**config.mk**
```make
export PLATFORM = sky130hd
export DESIGN_NAME = usb_rx_decoder
export DESIGN_NICKNAME = d
export VERILOG_FILES = /design/src/rtl/usb_rx_pkg.sv /design/src/rtl/usb_rx_sampler.sv /design/src/rtl/usb_rx_decoder.sv
export SDC_FILE = /design/constraint.sdc
export NUM_CORES = 1
export LEC_CHECK = 0
export ABC_AREA = 1
export CORE_UTILIZATION = 55
export CTS_CLUSTER_DIAMETER = 50
export DETAILED_ROUTE_END_ITERATION = 16
export PLACE_DENSITY = 0.83
export SYNTH_ARGS = -nofsm -noshare
export SYNTH_HDL_FRONTEND = slang
export SYNTH_SLANG_ARGS = --single-unit
```
**constraint.sdc**
```tcl
create_clock -name clk -period 2.1 [get_ports clk]
set_input_delay 0.42 -clock clk [delete_from_list [all_inputs] [get_ports clk]]
set_output_delay 0.42 -clock clk [all_outputs]
set_load 0.01 [all_outputs]
```
**src/rtl/usb_rx_pkg.sv**
```systemverilog
// Shared types and constants for the USB line-side receive decoder.
package usb_rx_pkg;

    typedef enum logic [2:0] {IDLE, SYNC, DATA, EOP, ERR_WAIT} rx_state_t;
    typedef enum logic [1:0] {J, K, SE0} line_state_t;

    // SYNC 0000_0001 as it appears after LSB-first shift-in
    localparam logic [7:0]  SYNC_PATTERN   = 8'h80;
    localparam int unsigned STUFF_LIMIT    = 6;
    localparam logic [15:0] CRC16_POLY     = 16'h8005;
    localparam logic [15:0] CRC16_RESIDUAL = 16'h800D;

endpackage

```
**src/rtl/usb_rx_sampler.sv**
```systemverilog
// Synchronizes D+/D-, classifies the line state and recovers the per-bit sample strobe.
module usb_rx_sampler
    import usb_rx_pkg::*;
#(
    parameter int unsigned CLKS_PER_BIT = 8
) (
    input  logic        clk_i,
    input  logic        rst_i,
    input  logic        dp_i,
    input  logic        dm_i,
    output logic        sample_strobe_o,
    output line_state_t line_state_o
);

    localparam int unsigned CntW = $clog2(CLKS_PER_BIT);
    localparam logic [CntW-1:0] PhaseHalf = CntW'(CLKS_PER_BIT / 2);
    localparam logic [CntW-1:0] PhaseLast = CntW'(CLKS_PER_BIT - 1);

    logic [1:0]      dp_sync_q, dm_sync_q;
    line_state_t     line_d, line_q;
    logic [CntW-1:0] phase_q, phase_d;
    logic            line_change;

    always_ff @(posedge clk_i or posedge rst_i) begin
        if (rst_i) begin
            dp_sync_q <= 2'b11;
            dm_sync_q <= 2'b00;
            line_q    <= J;
            phase_q   <= '0;
        end else begin
            dp_sync_q <= {dp_sync_q[0], dp_i};
            dm_sync_q <= {dm_sync_q[0], dm_i};
            line_q    <= line_d;
            phase_q   <= phase_d;
        end
    end

    // SE1 is folded into SE0
    always_comb begin
        if (dp_sync_q[1] && !dm_sync_q[1]) begin
            line_d = J;
        end else if (!dp_sync_q[1] && dm_sync_q[1]) begin
            line_d = K;
        end else begin
            line_d = SE0;
        end
    end

    assign line_change = (line_d != line_q);

    always_comb begin
        if (line_change || (phase_q == PhaseLast)) begin
            phase_d = '0;
        end else begin
            phase_d = phase_q + 1'b1;
        end
    end

    assign sample_strobe_o = (phase_q == PhaseHalf) && !line_change;
    assign line_state_o    = line_d;

endmodule

```
**src/rtl/usb_rx_decoder.sv**
```systemverilog
// USB receive decoder: NRZI decode, bit destuffing, SYNC/EOP detection and byte assembly.
// Optional CRC-16 residual check at EOP is enabled by defining USB_RX_CRC16_EN.
module usb_rx_decoder
    import usb_rx_pkg::*;
#(
    parameter int unsigned CLKS_PER_BIT = 8,
    parameter int unsigned SE0_EOP_BITS = 2
) (
    input  logic       clk,
    input  logic       rst,
    input  logic       d_plus,
    input  logic       d_minus,
    output logic [7:0] rx_data,
    output logic       rx_data_valid,
    output logic       rx_packet_start,
    output logic       rx_packet_end,
    output logic       rx_error,
    output logic       rx_busy
);

    logic        strobe;
    line_state_t line;

    usb_rx_sampler #(
        .CLKS_PER_BIT(CLKS_PER_BIT)
    ) u_sampler (
        .clk_i          (clk),
        .rst_i          (rst),
        .dp_i           (d_plus),
        .dm_i           (d_minus),
        .sample_strobe_o(strobe),
        .line_state_o   (line)
    );

    rx_state_t   state_q, state_d;
    line_state_t ref_q, ref_d;
    logic [2:0]  ones_q, ones_d;
    logic [3:0]  bit_cnt_q, bit_cnt_d;
    logic [7:0]  sr_q, sr_d;
    logic [3:0]  se0_cnt_q, se0_cnt_d;
    logic        partial_q, partial_d;
    logic        seen_se0_q, seen_se0_d;
    logic        busy_q, busy_d;
    logic [7:0]  data_q, data_d;
    logic        valid_q, valid_d, start_q, start_d, end_q, end_d, err_q, err_d;
    logic        bit_val, crc_bad;
    logic [7:0]  shifted;

    assign bit_val = (line == ref_q);
    assign shifted = {bit_val, sr_q[7:1]};

`ifdef USB_RX_CRC16_EN
    logic [15:0] crc_q, crc_d;
    logic [1:0]  nbytes_q, nbytes_d;

    // Packets shorter than three bytes carry no CRC field
    assign crc_bad = (nbytes_q == 2'd3) && (crc_q != CRC16_RESIDUAL);

    always_ff @(posedge clk or posedge rst) begin
        if (rst) begin
            crc_q    <= 16'hFFFF;
            nbytes_q <= 2'd0;
        end else begin
            crc_q    <= crc_d;
            nbytes_q <= nbytes_d;
        end
    end
`else
    assign crc_bad = 1'b0;
`endif

    always_ff @(posedge clk or posedge rst) begin
        if (rst) begin
            state_q    <= IDLE;
            ref_q      <= J;
            ones_q     <= '0;
            bit_cnt_q  <= '0;
            sr_q       <= '0;
            se0_cnt_q  <= '0;
            partial_q  <= 1'b0;
            seen_se0_q <= 1'b0;
            busy_q     <= 1'b0;
            data_q     <= '0;
            valid_q    <= 1'b0;
            start_q    <= 1'b0;
            end_q      <= 1'b0;
            err_q      <= 1'b0;
        end else begin
            state_q    <= state_d;
            ref_q      <= ref_d;
            ones_q     <= ones_d;
            bit_cnt_q  <= bit_cnt_d;
            sr_q       <= sr_d;
            se0_cnt_q  <= se0_cnt_d;
            partial_q  <= partial_d;
            seen_se0_q <= seen_se0_d;
            busy_q     <= busy_d;
            data_q     <= data_d;
            valid_q    <= valid_d;
            start_q    <= start_d;
            end_q      <= end_d;
            err_q      <= err_d;
        end
    end

    always_comb begin
        state_d    = state_q;
        ref_d      = ref_q;
        ones_d     = ones_q;
        bit_cnt_d  = bit_cnt_q;
        sr_d       = sr_q;
        se0_cnt_d  = se0_cnt_q;
        partial_d  = partial_q;
        seen_se0_d = seen_se0_q;
        busy_d     = busy_q;
        data_d     = data_q;
        valid_d    = 1'b0;
        start_d    = 1'b0;
        end_d      = 1'b0;
        err_d      = 1'b0;
`ifdef USB_RX_CRC16_EN
        crc_d      = crc_q;
        nbytes_d   = nbytes_q;
`endif
        if (strobe) begin
            unique case (state_q)
                IDLE: begin
                    ref_d = J;
                    if (line == K) begin
                        state_d   = SYNC;
                        ref_d     = K;
                        sr_d      = 8'h00;
                        bit_cnt_d = 4'd1;
                    end
                end
                SYNC: begin
                    if (line == SE0) begin
                        state_d = IDLE;
                    end else begin
                        ref_d     = line;
                        sr_d      = shifted;
                        bit_cnt_d = bit_cnt_q + 4'd1;
                        if (bit_cnt_q == 4'd7) begin
                            if (shifted == SYNC_PATTERN) begin
                                state_d   = DATA;
                                start_d   = 1'b1;
                                busy_d    = 1'b1;
                                bit_cnt_d = 4'd0;
                                // The trailing SYNC 1 counts toward the stuffing run
                                ones_d    = 3'd1;
`ifdef USB_RX_CRC16_EN
                                crc_d     = 16'hFFFF;
                                nbytes_d  = 2'd0;
`endif
                            end else begin
                                state_d = IDLE;
                            end
                        end
                    end
                end
                DATA: begin
                    if (line == SE0) begin
                        state_d   = EOP;
                        se0_cnt_d = 4'd1;
                        partial_d = (bit_cnt_q != 4'd0);
                    end else begin
                        ref_d = line;
                        if (ones_q == 3'(STUFF_LIMIT)) begin
                            ones_d = 3'd0;
                            if (bit_val) begin
                                err_d      = 1'b1;
                                state_d    = ERR_WAIT;
                                seen_se0_d = 1'b0;
                            end
                        end else begin
                            ones_d = bit_val ? ones_q + 3'd1 : 3'd0;
                            sr_d   = shifted;
`ifdef USB_RX_CRC16_EN
                            if (nbytes_q != 2'd0) begin
                                crc_d = {crc_q[14:0], 1'b0} ^
                                        ((bit_val ^ crc_q[15]) ? CRC16_POLY : 16'h0000);
                            end
`endif
                            if (bit_cnt_q == 4'd7) begin
                                bit_cnt_d = 4'd0;
                                data_d    = shifted;
                                valid_d   = 1'b1;
`ifdef USB_RX_CRC16_EN
                                if (nbytes_q != 2'd3) nbytes_d = nbytes_q + 2'd1;
`endif
                            end else begin
                                bit_cnt_d = bit_cnt_q + 4'd1;
                            end
                        end
                    end
                end
                EOP: begin
                    if (line == SE0) begin
                        if (se0_cnt_q != 4'hF) se0_cnt_d = se0_cnt_q + 4'd1;
                    end else if ((line == J) && (se0_cnt_q >= 4'(SE0_EOP_BITS))) begin
                        state_d = IDLE;
                        ref_d   = J;
                        end_d   = 1'b1;
                        err_d   = partial_q || crc_bad;
                        busy_d  = 1'b0;
                    end else begin
                        state_d    = ERR_WAIT;
                        err_d      = 1'b1;
                        seen_se0_d = 1'b0;
                    end
                end
                ERR_WAIT: begin
                    seen_se0_d = (line == SE0);
                    if ((line == J) && seen_se0_q) begin
                        state_d = IDLE;
                        ref_d   = J;
                        busy_d  = 1'b0;
                    end
                end
                default: state_d = IDLE;
            endcase
        end
    end

    assign rx_data         = data_q;
    assign rx_data_valid   = valid_q;
    assign rx_packet_start = start_q;
    assign rx_packet_end   = end_q;
    assign rx_error        = err_q;
    assign rx_busy         = busy_q;

endmodule

```
# Yosys cells after proc, flatten, opt, wreduce, memory -nomap -nowiden
# Index checks and enable logic that the tools add are counted.
# op_classes
reduce_logical	28
bitwise_logic	2
n_mux	78
n_eq_ne	33
addsub	4
order_cmp	1
# op_table
cell	count
3-bit two-way mux	16
4-bit two-way mux	10
1-bit two-way mux	32
8-bit two-way mux	4
2-bit != test (second input constant)	16
8-bit case mux with 3 select lines	1
6-bit AND reduction	3
3-bit case mux with 5 select lines	1
2-bit two-way mux	7
7-bit AND reduction	2
3-bit == test (second input constant)	4
4-bit case mux with 3 select lines	1
5-bit AND reduction	2
3-bit != test (second input constant)	3
3-bit nonzero test	3
4-bit by 1-bit adder with 4-bit output (second input constant)	2
8-bit == test (second input constant)	1
2-bit case mux with 4 select lines	1
4-bit case mux with 2 select lines	1
8-bit AND reduction	1
4-bit nonzero test	2
3-bit by 1-bit adder with 3-bit output (second input constant)	2
3-bit by 2-bit == test with 1-bit output (second input constant)	2
1-bit case mux with 3 select lines	2
other kinds (19)	27
# word_totals
ff_bits	48
wordCells	164
out_inout_bits	13
inputBits	4

# Longest topological paths before layout
# logic_depth
depth_word	11
ltp_mapped	13
ltp_nobuf	12

# Hierarchy
# A second synthesis with hierarchy kept.
# unflattened
cells_unflattened	300
area_unflattened_um2	2539.9
# modules_own_cells
mod	seq_area_each_um2	area_each_um2	cells_per_inst	n_inst
usb_rx_decoder	950.9	2160.8	263	1
usb_rx_sampler	227.7	379.1	37	1

# Worst setup path after synthesis
# No wires, ideal clock.
# synth_timing
path_kind	register -> register
startpoint	register u_sampler.dp_sync_q[1]
endpoint	register state_q[1]
slack_ns	0.243
arrival_time_ns	1.740
path_buffers	2
t_required_ns	1.983
path_stages_with_launch	12
period_less_slack_ns	1.857
setup_ns	0.117
path_cell_list	dfstp_2 > ha_1 > buf_6 > inv_8 > nand2_1 > nand2_2 > nand3_2 > buf_6 > nor3_2 > nand2_1 > nand2_1 > nand2_1
# synth_via
elab_chain_len	10
elab_cells_between_ends	26
cone_classes	eq/ne (11); mux (7); reduce/logical (8)
# synth_rtl
item	line_no	source
start, declared	usb_rx_sampler.sv:19	logic [1:0] dp_sync_q, dm_sync_q;
start signal, assigned	usb_rx_sampler.sv:31	dp_sync_q <= {dp_sync_q[0], dp_i};
1-bit zero test	usb_rx_sampler.sv:42	end else if (!dp_sync_q[1] && dm_sync_q[1]) begin
1-bit logical AND	usb_rx_sampler.sv:42	
2-bit two-way mux	usb_rx_sampler.sv:42	
2-bit two-way mux (*)	usb_rx_sampler.sv:40	if (dp_sync_q[1] && !dm_sync_q[1]) begin
named net line[1]	usb_rx_decoder.sv:22	line_state_t line;
2-bit == test	usb_rx_decoder.sv:49	assign bit_val = (line == ref_q);
8-bit == test	usb_rx_decoder.sv:144	if (shifted == SYNC_PATTERN) begin
2-bit two-way mux	usb_rx_decoder.sv:144	
3-bit two-way mux	usb_rx_decoder.sv:143	if (bit_cnt_q == 4'd7) begin
3-bit two-way mux	usb_rx_decoder.sv:137	if (line == SE0) begin
3-bit case mux with 5 select lines	usb_rx_decoder.sv:126	unique case (state_q)
end signal, assigned	usb_rx_decoder.sv:89	state_q <= state_d;
end, declared	usb_rx_decoder.sv:35	rx_state_t state_q, state_d;
# The timed path passes the listed nets; every way through them passes the cells marked *. The select of a mux whose other input is x is not followed.
# A chain may end at the register's enable or synchronous reset.

# Worst setup path in the final report
# layout_timing
startpoint	register u_sampler.dp_sync_q[1]
endpoint	register state_q[0]
# layout_via
elab_chain_len	8
elab_cells_between_ends	23
cone_classes	eq/ne (10); mux (5); reduce/logical (8)
# layout_rtl
item	line_no
1-bit zero test	usb_rx_sampler.sv:42
1-bit logical AND	usb_rx_sampler.sv:42
2-bit two-way mux	usb_rx_sampler.sv:42
2-bit two-way mux (*)	usb_rx_sampler.sv:40
named net line[0]	usb_rx_decoder.sv:22
2-bit zero test / 2-bit != test (equally long branches)	usb_rx_decoder.sv:214, usb_rx_sampler.sv:49
1-bit logical AND / 1-bit zero test (equally long branches)	usb_rx_decoder.sv:214, usb_rx_sampler.sv:59
2-bit != test (no line) / 1-bit logical AND (equally long branches)	-
7-bit AND reduction (no line)	-
# The timed path passes the listed nets; every way through them passes the cells marked *.

==> results.py <==
metrics = {
    "synth": {
        "synthesis.area_um2": 2557,
        "synth_edf_count": 0,
        "synthesis.nets": 329,
        "synth-seq-cells": 47,
        "postSynthCellCount": 314,
        "synth_cell_types": 31,
        "synthMostInstantiatedCell": "sky130_fd_sc_hd__nand2_1",
        "postSynth.asyncResetShare_pct": 100.0,
        "ys.flop_type": "sky130_fd_sc_hd__dfrtp_1",
        "synth_largest_area_cell": "sky130_fd_sc_hd__dfrtp_1",
        "seq_area_frac_synth_pct": 46.09,
        "synth_top_area_share_pct": 44.03,
        "synth-warning-count": 0,
        "netlist_top_cells_area": "sky130_fd_sc_hd__dfrtp_1, sky130_fd_sc_hd__nand2_1, sky130_fd_sc_hd__inv_1",
        "synth_commonest_cells": "sky130_fd_sc_hd__nand2_1, sky130_fd_sc_hd__dfrtp_1, sky130_fd_sc_hd__inv_1, sky130_fd_sc_hd__nor2_1, sky130_fd_sc_hd__nand3_1",
        "synthesis.area_per_instance_um2": 8.145,
    },
    "finish": {
        "antenna_cells": 0,
        "area_growth_syn_to_layout_pct": 15.51,
        "fin_nets": 358,
        "final_design_area_no_fill_um2": 2954,
        "seqCellArea_um2": 1179,
        "filler_cell_count": 324,
        "multiInputGateArea_um2": 1171,
        "layoutNonFillerInstCount": 396,
        "postLayoutCoreUtil_pct": 66.92,
        "fraction_of_final_layout_cells_sized_beyond_drive_strength_1_pct": 14.83,
    },
    "floorplan": {
        "floorplan.die_area_um2": 4927,
        "floorplan.die.height_um": 70.19,
        "floorplan.initialDensity_pct": 57.94,
        "ios": 17,
        "core_area_um2": 4414,
        "die_x_um": 70.19,
        "std_cell_rows": 24,
    },
    "grt": {
        "grt_first_pass_wirelength_um": 8583,
        "globalRoute.totalOverflow": 0,
        "antenna_found_initial": 0,
        "track_usage_pct": 22.20,
        "vias_in_the_first_global_route": 1993,
        "grt_max_degree": 25,
    },
    "timing": {
        "clock.fmax_mhz": 499.8,
        "grt_setup_unrepaired": "false",
        "share_of_the_clock_period_used_by_the_worst_path_after_layout_pct": 95.28,
        "worst_max_slew_pin_slew_ns": 0.4175,
        "fin_skew_ns": 0.01100,
        "slew_violations": 0,
        "final_period_minus_worst_setup_slack_ns": 2.001,
        "setup_viol": 0,
        "fin_setup_tns_ns": 0,
        "max_slew_margin_pct": 72.17,
        "hold_viol": 0,
    },
    "place": {
        "placed_area_um2": 2813,
        "dp.final_hpwl_um": 3674,
        "placed_cells_incl_taps": 386,
        "place_congestion": 0.8922,
        "portBuffers": 16,
    },
    "detailed_routing": {
        "drtPass1Iterations": 4,
        "detail_route.vias_per_cell": 5.207,
        "antenna_violating_nets_post_route": 0,
        "totalWireLength_um": 4944,
        "routed_wire_length_per_instance_um": 12.48,
        "route.vias.total": 2062,
        "drcViolationCount": 0,
        "first_iter_violations": 111,
    },
    "worst_setup_path": {
        "arrival_worst_endpoint_ns": 2.20,
        "reg2reg_setup_slack_ns": 0.1,
        "worstPathMaxFanout": 6,
        "worst_setup_path_start_kind": "register",
        "path_cells": "inv_1 -> ha_1 -> buf_4 -> nand2_1 -> nand2_1 -> nor2_4 -> nor2_1 -> nor3_2 -> nand2_1 -> nand2_1 -> nand2_1",
        "critical_path.most_common_cell": "sky130_fd_sc_hd__nand2_1",
        "r2r_cell_count": 11,
        "cp_slowest_stage_delay_ns": 0.56,
        "timing.rr.end": "state_q[0]",
        "setup.worst_path.start": "u_sampler.dp_sync_q[1]",
        "regToRegStartpoint": "u_sampler.dp_sync_q[1]",
        "kind_of_end_point_of_the_critical_path": "register",
        "critical_path_class": "reg2reg",
        "worst_ep_required_ns": 2.30,
        "slowest_stage": "sky130_fd_sc_hd__dfstp_2",
    },
    "run_status": {
        "run_status": "completed",
    },
    "power_and_ir_drop": {
        "int_pwr_mw": 1.216,
        "power.static_leakage_nw": 1.463,
        "sw_frac_of_total_pct": 25.93,
        "clkPwrFrac_pct": 33.8,
        "power.net_switching_mw": 0.4258,
        "total_power_of_the_final_layout_mw": 1.642,
        "power_frac_seq_pct": 56.9,
        "pwr-share-comb_pct": 9.3,
        "power_per_cell_area_nw_per_um2": 555.9,
        "worst_ir_drop_vdd_mv": 0.5798,
    },
    "run": {
        "maxCapViolCount": 0,
    },
    "clocking": {
        "h-tree-depth": 2,
        "clock_tree.root_cell": "sky130_fd_sc_hd__clkbuf_8",
        "clk-insertion-delay-late_ns": 0.31,
        "cts_num_sinks": 47,
        "cts_max_path_buffers": 2,
        "clk_pin_slew_worst_paths_ns": 0.09,
        "cts_tree": "built",
        "number_of_buffers_added_to_fix_hold_violations_after_cts": 0,
        "tritoncts.num_buffers": 5,
    },
    "min_path": {
        "hold_class": "in2async",
    },
}
## critical path, delay by kind of cell (launching register included)
family | cells | cell delay [ns]
buffers and inverters | 2 | 0.21
AND/OR/NAND/NOR | 8 | 0.93
flip-flops | 1 | 0.56
adder cells (fa/ha/maj) | 1 | 0.21
## what timing repair did
action,CTS,global route
setup buffers,0,2
setup endpoints to repair,0,15
gates resized for setup,0,6
## worst max path at each step
stage               cells past startpoint          to
finish                                 11  state_q[0]
global route                           12  state_q[0]
CTS                                    10  state_q[0]
detailed placement                     10  state_q[0]
global placement                       10  state_q[0]
floorplan                              11  state_q[1]
## layout make-up
cell class	instances	area share, %
clock inverter	3	0.8047
timing repair buffer	27	8.767
inverter	48	6.353
tap	52	2.202
multi-input combinational	214	39.64
sequential	47	39.90
clock buffer	5	2.330
## flip-flops by register name, summed over array words and instances (netlist names), 2 cells and up
signal / count
rx_data: 8
ones_q: 3
ref_q: 2
u_sampler.dp_sync_q: 2
se0_cnt_q: 4
u_sampler.dm_sync_q: 2
bit_cnt_q: 4
state_q: 3
sr_q: 7
u_sampler.phase_q: 3
u_sampler.line_q: 2
## stage by stage
step           setup slack, ns  hold slack, ns
3_5_place_dp           0.01359          0.3517
4_1_cts               0.002367          0.3196
5_1_grt                0.01588          0.3328
2_1_floorplan           0.2434          0.3312
6_report               0.09917          0.3230
3_3_place_gp           0.09657          0.3330
## metal layers
layer	global-route usage, %	up-vias	share of wire [%]
met5	0	-	0
met4	9.778	0	2.1
met3	3.463	7	4.0
met2	36.11	51	46
met1	29.43	957	48
li1	-	1047	-
## kinds of logic after synthesis
family | count (synthesis) | share of synthesized area [%]
buf+inv | 53 | 9.295
compound gates | 34 | 6.996
xor+xnor | 4 | 1.370
simple gates | 165 | 30.87
fa+ha+maj | 11 | 5.382
flops | 47 | 46.09
## layout by cell type, fill, tap and decap left out, types with 2 or more instances in the layout
cell type	instances
sky130_fd_sc_hd__a21oi_1	3
sky130_fd_sc_hd__buf_4	9
sky130_fd_sc_hd__clkbuf_8	5
sky130_fd_sc_hd__clkdlybuf4s50_1	16
sky130_fd_sc_hd__clkinvlp_4	2
sky130_fd_sc_hd__dfrtp_1	45
sky130_fd_sc_hd__dfstp_2	2
sky130_fd_sc_hd__ha_1	10
sky130_fd_sc_hd__inv_1	42
sky130_fd_sc_hd__inv_2	5
sky130_fd_sc_hd__nand2_1	82
sky130_fd_sc_hd__nand2_2	7
sky130_fd_sc_hd__nand2_4	3
sky130_fd_sc_hd__nand3_1	22
sky130_fd_sc_hd__nand3_2	2
sky130_fd_sc_hd__nand4_1	6
sky130_fd_sc_hd__nor2_1	28
sky130_fd_sc_hd__nor2_2	3
sky130_fd_sc_hd__nor2_4	3
sky130_fd_sc_hd__nor3_1	2
sky130_fd_sc_hd__nor3_2	2
sky130_fd_sc_hd__o211ai_1	2
sky130_fd_sc_hd__o21ai_0	16
sky130_fd_sc_hd__o21ai_1	11
sky130_fd_sc_hd__xor2_1	2
## power groups by stage
stage	sequential [mW]	clock [mW]	combinational, mW
after floorplan	0.945	0	0.0983
after global placement	0.950	0	0.137
after global routing	0.936	0.603	0.171
final	0.934	0.556	0.153
after CTS	0.933	0.570	0.140
after detailed placement	0.951	0	0.139
Power figures use the tool's default switching activity.
